`src/rtl/param_sync_fifo_if.sv`:
```
// param_sync_fifo_if: producer/consumer handshake and status bundle for param_sync_fifo
interface param_sync_fifo_if #(
  parameter int WIDTH = 32,
  parameter int DEPTH = 8
);
  localparam int CW = $clog2(DEPTH + 1);
  logic             wn;
  logic             rn;
  logic             err_clr;
  logic [WIDTH-1:0] DATAIN;
  logic [WIDTH-1:0] DATAOUT;
  logic             full;
  logic             empty;
  logic             almost_full;
  logic             almost_empty;
  logic [CW-1:0]    count;
  logic             overflow;
  logic             underflow;
  modport master (
    output wn, rn, err_clr, DATAIN,
    input  DATAOUT, full, empty, almost_full, almost_empty, count, overflow, underflow
  );
  modport slave (
    input  wn, rn, err_clr, DATAIN,
    output DATAOUT, full, empty, almost_full, almost_empty, count, overflow, underflow
  );
endinterface

```
`src/rtl/param_sync_fifo.sv`:
```
// param_sync_fifo: single-clock FIFO of any depth with occupancy count, thresholds and sticky error flags
module param_sync_fifo #(
  parameter int WIDTH    = 32,
  parameter int DEPTH    = 8,
  parameter int AF_LEVEL = DEPTH - 2,
  parameter int AE_LEVEL = 1
) (
  input logic              clock,
  input logic              reset,
  param_sync_fifo_if.slave bus
);
  localparam int CW = $clog2(DEPTH + 1);
  localparam int AW = $clog2(DEPTH);
  logic [WIDTH-1:0] r_mem [DEPTH];
  logic [AW-1:0]    r_wr_ptr;
  logic [AW-1:0]    r_rd_ptr;
  logic [CW-1:0]    r_count;
  logic [WIDTH-1:0] r_dout;
  logic             r_ovf;
  logic             r_udf;
  logic             w_full;
  logic             w_empty;
  logic             w_rd_ok;
  logic             w_wr_ok;
  logic [AW-1:0]    w_wr_nxt;
  logic [AW-1:0]    w_rd_nxt;
  assign w_full   = r_count == CW'(DEPTH);
  assign w_empty  = r_count == '0;
  assign w_rd_ok  = bus.rn && !w_empty;
  assign w_wr_ok  = bus.wn && (!w_full || w_rd_ok);
  assign w_wr_nxt = (r_wr_ptr == AW'(DEPTH - 1)) ? '0 : r_wr_ptr + AW'(1);
  assign w_rd_nxt = (r_rd_ptr == AW'(DEPTH - 1)) ? '0 : r_rd_ptr + AW'(1);
  // storage array, deliberately left unreset
  always_ff @(posedge clock)
    if (w_wr_ok) r_mem[r_wr_ptr] <= bus.DATAIN;
  // pointers, occupancy, registered read data and sticky error flags
  always_ff @(posedge clock or negedge reset)
    if (!reset) begin
      r_wr_ptr <= '0;
      r_rd_ptr <= '0;
      r_count  <= '0;
      r_dout   <= '0;
      r_ovf    <= 1'b0;
      r_udf    <= 1'b0;
    end else begin
      r_wr_ptr <= w_wr_ok ? w_wr_nxt : r_wr_ptr;
      r_rd_ptr <= w_rd_ok ? w_rd_nxt : r_rd_ptr;
      r_dout   <= w_rd_ok ? r_mem[r_rd_ptr] : r_dout;
      r_count  <= (w_wr_ok && !w_rd_ok) ? r_count + CW'(1) :
                  (w_rd_ok && !w_wr_ok) ? r_count - CW'(1) : r_count;
      r_ovf    <= (bus.wn && !w_wr_ok) ? 1'b1 : bus.err_clr ? 1'b0 : r_ovf;
      r_udf    <= (bus.rn && w_empty)  ? 1'b1 : bus.err_clr ? 1'b0 : r_udf;
    end
  assign bus.DATAOUT      = r_dout;
  assign bus.full         = w_full;
  assign bus.empty        = w_empty;
  assign bus.almost_full  = r_count >= CW'(AF_LEVEL);
  assign bus.almost_empty = r_count <= CW'(AE_LEVEL);
  assign bus.count        = r_count;
  assign bus.overflow     = r_ovf;
  assign bus.underflow    = r_udf;
endmodule

```
`src/flat_wrapper.sv`:
```
// flat-port wrapper written by rule: the top's interface ports become plain ports
module param_sync_fifo_flat 
#(
  parameter int WIDTH    = 32,
  parameter int DEPTH    = 8,
  parameter int AF_LEVEL = DEPTH - 2,
  parameter int AE_LEVEL = 1
)
  (clock, reset, bus_wn, bus_rn, bus_err_clr, bus_DATAIN, bus_DATAOUT, bus_full, bus_empty, bus_almost_full, bus_almost_empty, bus_count, bus_overflow, bus_underflow);
  param_sync_fifo_if #(.WIDTH(WIDTH), .DEPTH(DEPTH)) bus_i ();
  input logic clock;
  input logic reset;
  input wire logic [$bits(bus_i.wn)-1:0] bus_wn;
  input wire logic [$bits(bus_i.rn)-1:0] bus_rn;
  input wire logic [$bits(bus_i.err_clr)-1:0] bus_err_clr;
  input wire logic [$bits(bus_i.DATAIN)-1:0] bus_DATAIN;
  output wire logic [$bits(bus_i.DATAOUT)-1:0] bus_DATAOUT;
  output wire logic [$bits(bus_i.full)-1:0] bus_full;
  output wire logic [$bits(bus_i.empty)-1:0] bus_empty;
  output wire logic [$bits(bus_i.almost_full)-1:0] bus_almost_full;
  output wire logic [$bits(bus_i.almost_empty)-1:0] bus_almost_empty;
  output wire logic [$bits(bus_i.count)-1:0] bus_count;
  output wire logic [$bits(bus_i.overflow)-1:0] bus_overflow;
  output wire logic [$bits(bus_i.underflow)-1:0] bus_underflow;
  assign bus_i.wn = bus_wn;
  assign bus_i.rn = bus_rn;
  assign bus_i.err_clr = bus_err_clr;
  assign bus_i.DATAIN = bus_DATAIN;
  assign bus_DATAOUT = bus_i.DATAOUT;
  assign bus_full = bus_i.full;
  assign bus_empty = bus_i.empty;
  assign bus_almost_full = bus_i.almost_full;
  assign bus_almost_empty = bus_i.almost_empty;
  assign bus_count = bus_i.count;
  assign bus_overflow = bus_i.overflow;
  assign bus_underflow = bus_i.underflow;
  param_sync_fifo #(.WIDTH(WIDTH), .DEPTH(DEPTH), .AF_LEVEL(AF_LEVEL), .AE_LEVEL(AE_LEVEL)) u_core (.clock(clock), .reset(reset), .bus(bus_i));
endmodule
```
`config.mk`:
```
export PLATFORM = sky130hd
export DESIGN_NAME = param_sync_fifo_flat
export DESIGN_NICKNAME = d
export VERILOG_FILES = /design/src/rtl/param_sync_fifo_if.sv /design/src/rtl/param_sync_fifo.sv /design/src/flat_wrapper.sv
export SDC_FILE = /design/constraint.sdc
export NUM_CORES = 1
export LEC_CHECK = 0
export CORE_AREA = 2 2 145 147
export DETAILED_ROUTE_END_ITERATION = 10
export DIE_AREA = 0 0 147 149
export PLACE_DENSITY = 0.78
export SYNTH_ARGS = -nofsm -noshare
export SYNTH_HDL_FRONTEND = slang
export SYNTH_SLANG_ARGS = --single-unit
```
`constraint.sdc`:
```
create_clock -name clock -period 5.1 [get_ports clock]
set_input_delay 1.275 -clock clock [delete_from_list [all_inputs] [get_ports clock]]
set_output_delay 1.275 -clock clock [all_outputs]
set_load 0.02 [all_outputs]
```
Yosys cells after proc, flatten, opt, wreduce, memory -nomap -nowiden
Memories as Yosys holds them, arrays and structs flattened. A register that Yosys moved wholly into a read port is not among the register bits. Index checks and enable logic that the tools add are counted.

Muxes and demuxes: 9. Eq/ne operators: 3. Magnitude comparators: 2. Reduce and logical (&&, ||, !) cells: 16. $add $sub $neg: 4.

Operators with widths (count): 4-bit two-way mux (2); 3-bit by 1-bit adder with 3-bit output, second input constant (2); 3-bit == test, second input constant (2); 1-bit logical AND (6); 3-bit two-way mux (2); 2-bit nonzero test (3); 1-bit zero test (5); 1-bit two-way mux (5); 4-bit by 1-bit adder with 4-bit output, second input constant (1); 4-bit == test, second input constant (1); 4-bit by 3-bit greater-or-equal comparator with 1-bit output, second input constant (1); 4-bit by 1-bit <= comparator with 1-bit output, second input constant (1); 4-bit zero test (1); 4-bit by 1-bit subtractor with 4-bit output, second input constant (1); 1-bit logical OR (1).

Logic and storage cells: 40. Register bits after elaboration: 12. RAM bits: 256. Memories kept: 1. Output and inout bits: 42. Bits of input ports: 37.

Memories: u_core.r_mem (words 8, bits a word 32, read ports 1, clocked after memory_dff 1, wr ports 1, RTL line param_sync_fifo.sv:14) `logic [WIDTH-1:0] r_mem [DEPTH];`.

Longest topological paths before layout
Depth in word-level cells: 9. Depth in mapped cells: 10. Mapped depth without buffers: 9.

Worst setup path before layout
Ideal clock, no wire load.

Kind: input to register. Start point: input port bus_rn. End point: memory u_core.r_mem[0][0], enable pin. Path buffers: 0. Library setup time: 0.501 ns. Stages on the path: 2. Setup slack: 0.143 ns. Data required time: 4.599 ns. Arrival time: 4.455 ns. Cells stage by stage: o21ai_2 > nor4_1.

Longest elaborated chain between the ends: 5.

Ends and longest elaborated chain: start: declaration (RTL line flat_wrapper.sv:14) `input wire logic [$bits(bus_i.rn)-1:0] bus_rn;`; 1-bit logical AND (RTL line param_sync_fifo.sv:29) `assign w_rd_ok = bus.rn && !w_empty;`; 1-bit logical OR (RTL line param_sync_fifo.sv:30) `assign w_wr_ok = bus.wn && (!w_full || w_rd_ok);`; 1-bit logical AND (RTL line param_sync_fifo.sv:30); 1-bit two-way mux (RTL line param_sync_fifo.sv:35) `if (w_wr_ok) r_mem[r_wr_ptr] <= bus.DATAIN;`; 1-bit two-way mux (implied by the code) (RTL line param_sync_fifo.sv:35); end: declaration (RTL line param_sync_fifo.sv:14).

Every way passes these cells.

Worst setup path in the final report
Start point: register u_core.r_count[0], in the netlist u_core.bus.count[0]. End point: output port bus_empty.

Longest elaborated chain between the ends: 1.

Ends and longest elaborated chain: start: declaration (RTL line param_sync_fifo.sv:17) `logic [CW-1:0] r_count;`; start signal: assignment (RTL line param_sync_fifo.sv:49) `r_count <= (w_wr_ok && !w_rd_ok) ? r_count + CW'(1) :`; 4-bit zero test (RTL line param_sync_fifo.sv:28) `assign w_empty = r_count == '0;`; end: declaration (RTL line flat_wrapper.sv:19) `output wire logic [$bits(bus_i.empty)-1:0] bus_empty;`.

Every way passes these cells.

==> flow_summary.json <==
{
  "clk_path_buf_depth": 3,
  "netlist.area_leader.share": 0.650,
  "drt_first_iter_violations": 507,
  "finalCritPeriodShare": 0.716,
  "cts_hold_buffers": 0,
  "final_cells": 1041,
  "cts_root_buf": "clkbuf_16",
  "fmax_ghz": 0.274,
  "n_antenna_cell": 0,
  "dp_cells": 985,
  "met1_usage": 0.297,
  "yosysWarningCount": 0,
  "grt_pass1_vias": 6633,
  "path_clk_slew_ns": 0.06,
  "wirelength_um": 24000,
  "antenna_found_initial": 0,
  "drc": 0,
  "syn_area_mm2": 0.0118,
  "final-setup-viol-count": 0,
  "path_class": "register to output pin",
  "ios": 79,
  "post-place-ws_ns": 1.48,
  "synth_seq_cells": 300,
  "yosys.area.top_type": "edfxtp_1",
  "ant_nets": 0,
  "drive_gt1_frac": 0.206,
  "syn_inst": 656,
  "swShare": 0.315,
  "hold_viol_final": 0,
  "hp-start": "u_core.bus.overflow",
  "switchingPower_mw": 2.56,
  "grt.busiest_layer": "met2",
  "synth_edf_count": 256,
  "arrival_ns": 2.38,
  "rsz0062_at_grt": "false",
  "fin_ws_ns": 1.45,
  "htree_levels": 1,
  "wire_per_inst_um": 23.0,
  "start_util": 0.575,
  "grt_pass1_wl_um": 37100,
  "grt_overflow": 0,
  "power.density_mw_per_mm2": 588,
  "port_buffers": 78,
  "ys_seq_area_frac": 0.743,
  "syn-num-nets": 703,
  "finalSetupTns_ns": 0,
  "worstHoldEndpoint": "u_core.bus.overflow",
  "finalMaxSlewViolations": 0,
  "die_w_um": 147,
  "insertion_delay_ns": 0.54,
  "coreArea_mm2": 0.0206,
  "cts_tree": "done",
  "grt_max_degree": 54,
  "areaGrowthSynthToFinish_pct": 16.9,
  "max-cap-violations": 0,
  "rr_endpoint": "u_core.r_rd_ptr[1]",
  "critPathCaptureType": "output pin",
  "critPathLaunchType": "register",
  "pwr-share-seq": 0.430,
  "comb_power_share": 0.305,
  "placed_area_mm2": 0.0128,
  "dr_total_vias": 6308,
  "whs_ns": 0.506,
  "maxSlewHeadroom": 0.118,
  "die_h_um": 149,
  "fin_skew_ns": 0.00678,
  "place_congestion": 0.717,
  "r2r-start": "u_core.bus.count[0]",
  "fin_nets": 789,
  "r2r_slack_ns": 2.22,
  "reg2reg_depth": 7,
  "hold_class": "register to register",
  "worstPathRequired_ns": 3.83,
  "finalCriticalPeriod_ns": 3.65,
  "cts.repair.resized": 0,
  "viasPerCell": 6.06,
  "numCtsBuffers": 30,
  "cp_max_fo": 7,
  "ir_worst_vdd_uv": 345,
  "p_clk_frac": 0.264,
  "die_area_mm2": 0.0219,
  "grt.total_usage": 0.220,
  "tightest_slew_ns": 1.32,
  "met3_usage": 0.0309,
  "synth_area_per_cell_um2": 18.0,
  "first_pass_iters": 5,
  "clock_sinks": 300,
  "cts_setup_buffers": 0,
  "yosys-top-cells-area": "edfxtp_1, dfrtp_1, mux2_2, mux2i_1, a22o_1",
  "async_flop_share": 0.147,
  "p_int_mw": 5.56,
  "final_area_mm2": 0.0138,
  "synth_cell_types": 33,
  "use_met2": 0.376,
  "post-dp-hpwl_um": 12900,
  "fill_cells": 1364,
  "status": "completed",
  "rows": 53,
  "synthFlopType": "edfxtp_1",
  "min_path_cells": 1,
  "p_leak_nw": 4.85
}
## layout make-up
cell class | instances | area, um^2 | area share
Timing Repair Buffer | 92 | 881 | 0.0637
Tap cell | 275 | 344 | 0.0249
Multi-Input combinational cell | 312 | 2810 | 0.203
Clock inverter | 18 | 166 | 0.0120
Sequential cell | 300 | 8790 | 0.636
Inverter | 6 | 22.5 | 0.00163
Clock buffer | 38 | 812 | 0.0587
## per-stage QoR
| step | power [mW] | utilization |
|---|---|---|
| floorplan | 5.20 | - |
| global placement | 5.90 | 0.625 |
| detailed placement | 6.02 | 0.625 |
| CTS | 8.17 | 0.673 |
| global route | 8.49 | 0.673 |
| finish | 8.12 | 0.673 |
## cells in the mapped netlist (8+ instances only)
cell type / instances
nor2_1: 8
dfrtp_1: 44
o22ai_1: 32
ha_1: 10
mux2i_1: 65
edfxtp_1: 256
mux2_2: 70
o31ai_1: 19
o31ai_2: 13
clkbuf_1: 19
a22o_1: 33
o21ai_0: 34
## power groups by stage
stage | logic (mW) | registers, mW | clock network (mW)
detailed placement | 2.49 | 3.53 | 0
global placement | 2.40 | 3.50 | 0
global route | 2.66 | 3.54 | 2.28
floorplan | 1.63 | 3.57 | 0
finish | 2.48 | 3.50 | 2.15
CTS | 2.50 | 3.49 | 2.17
## worst max-delay path, cell delays in order (launching register included)
cell,delay [ns]
dfrtp_1,0.46
inv_1,0.16
ha_1,0.22
nor3b_4,0.33
clkdlybuf4s50_1,0.67
## per-layer routing
layer,vias up,part of all wire
li1,2797,-
met1,3250,0.42
met2,218,0.50
met3,43,0.057
met4,0,0.021
met5,-,0
## how the worst max path moves through the flow
stage | slack, ns | start | end | depth (start not counted)
finish | 1.45 | u_core.bus.count[0] | bus_empty | 4
global route | 1.36 | u_core.bus.count[0] | bus_empty | 4
CTS | 1.41 | u_core.bus.count[0] | bus_empty | 4
detailed placement | 1.48 | bus_rn | u_core.r_mem[3][16] | 3
global placement | 1.52 | bus_rn | u_core.r_mem[3][15] | 3
floorplan | 0.14 | bus_rn | u_core.r_mem[0][0] | 2
## cell usage in the layout (no fill, tap or decap), types with 4 or more instances in the layout
cell	count
edfxtp_1	256
clkdlybuf4s50_1	77
mux2_2	70
mux2i_1	65
dfrtp_1	43
o21ai_0	34
a22o_1	33
o22ai_1	32
clkbuf_16	31
o31ai_1	19
buf_4	14
o31ai_2	13
ha_1	10
clkinv_2	9
inv_1	6
clkbuf_1	6
nand2b_1	4
nor3_2	4
nor2_1	4
clkinv_1	4
## sequential cells by signal, indices dropped and copies added, names as in the netlist
signal,cells
u_core.bus.DATAOUT,32
u_core.bus.count,4
u_core.r_wr_ptr,3
u_core.r_mem,256
u_core.bus.underflow,1
u_core.r_rd_ptr,3
u_core.bus.overflow,1
## cells by family after synthesis
group,synth area share
compound gates,0.0842
simple gates,0.0127
fa+ha+maj,0.0106
mux,0.122
flops,0.743
buf+inv,0.0251
xor+xnor,0.00296
Power figures use the tool's default switching activity.
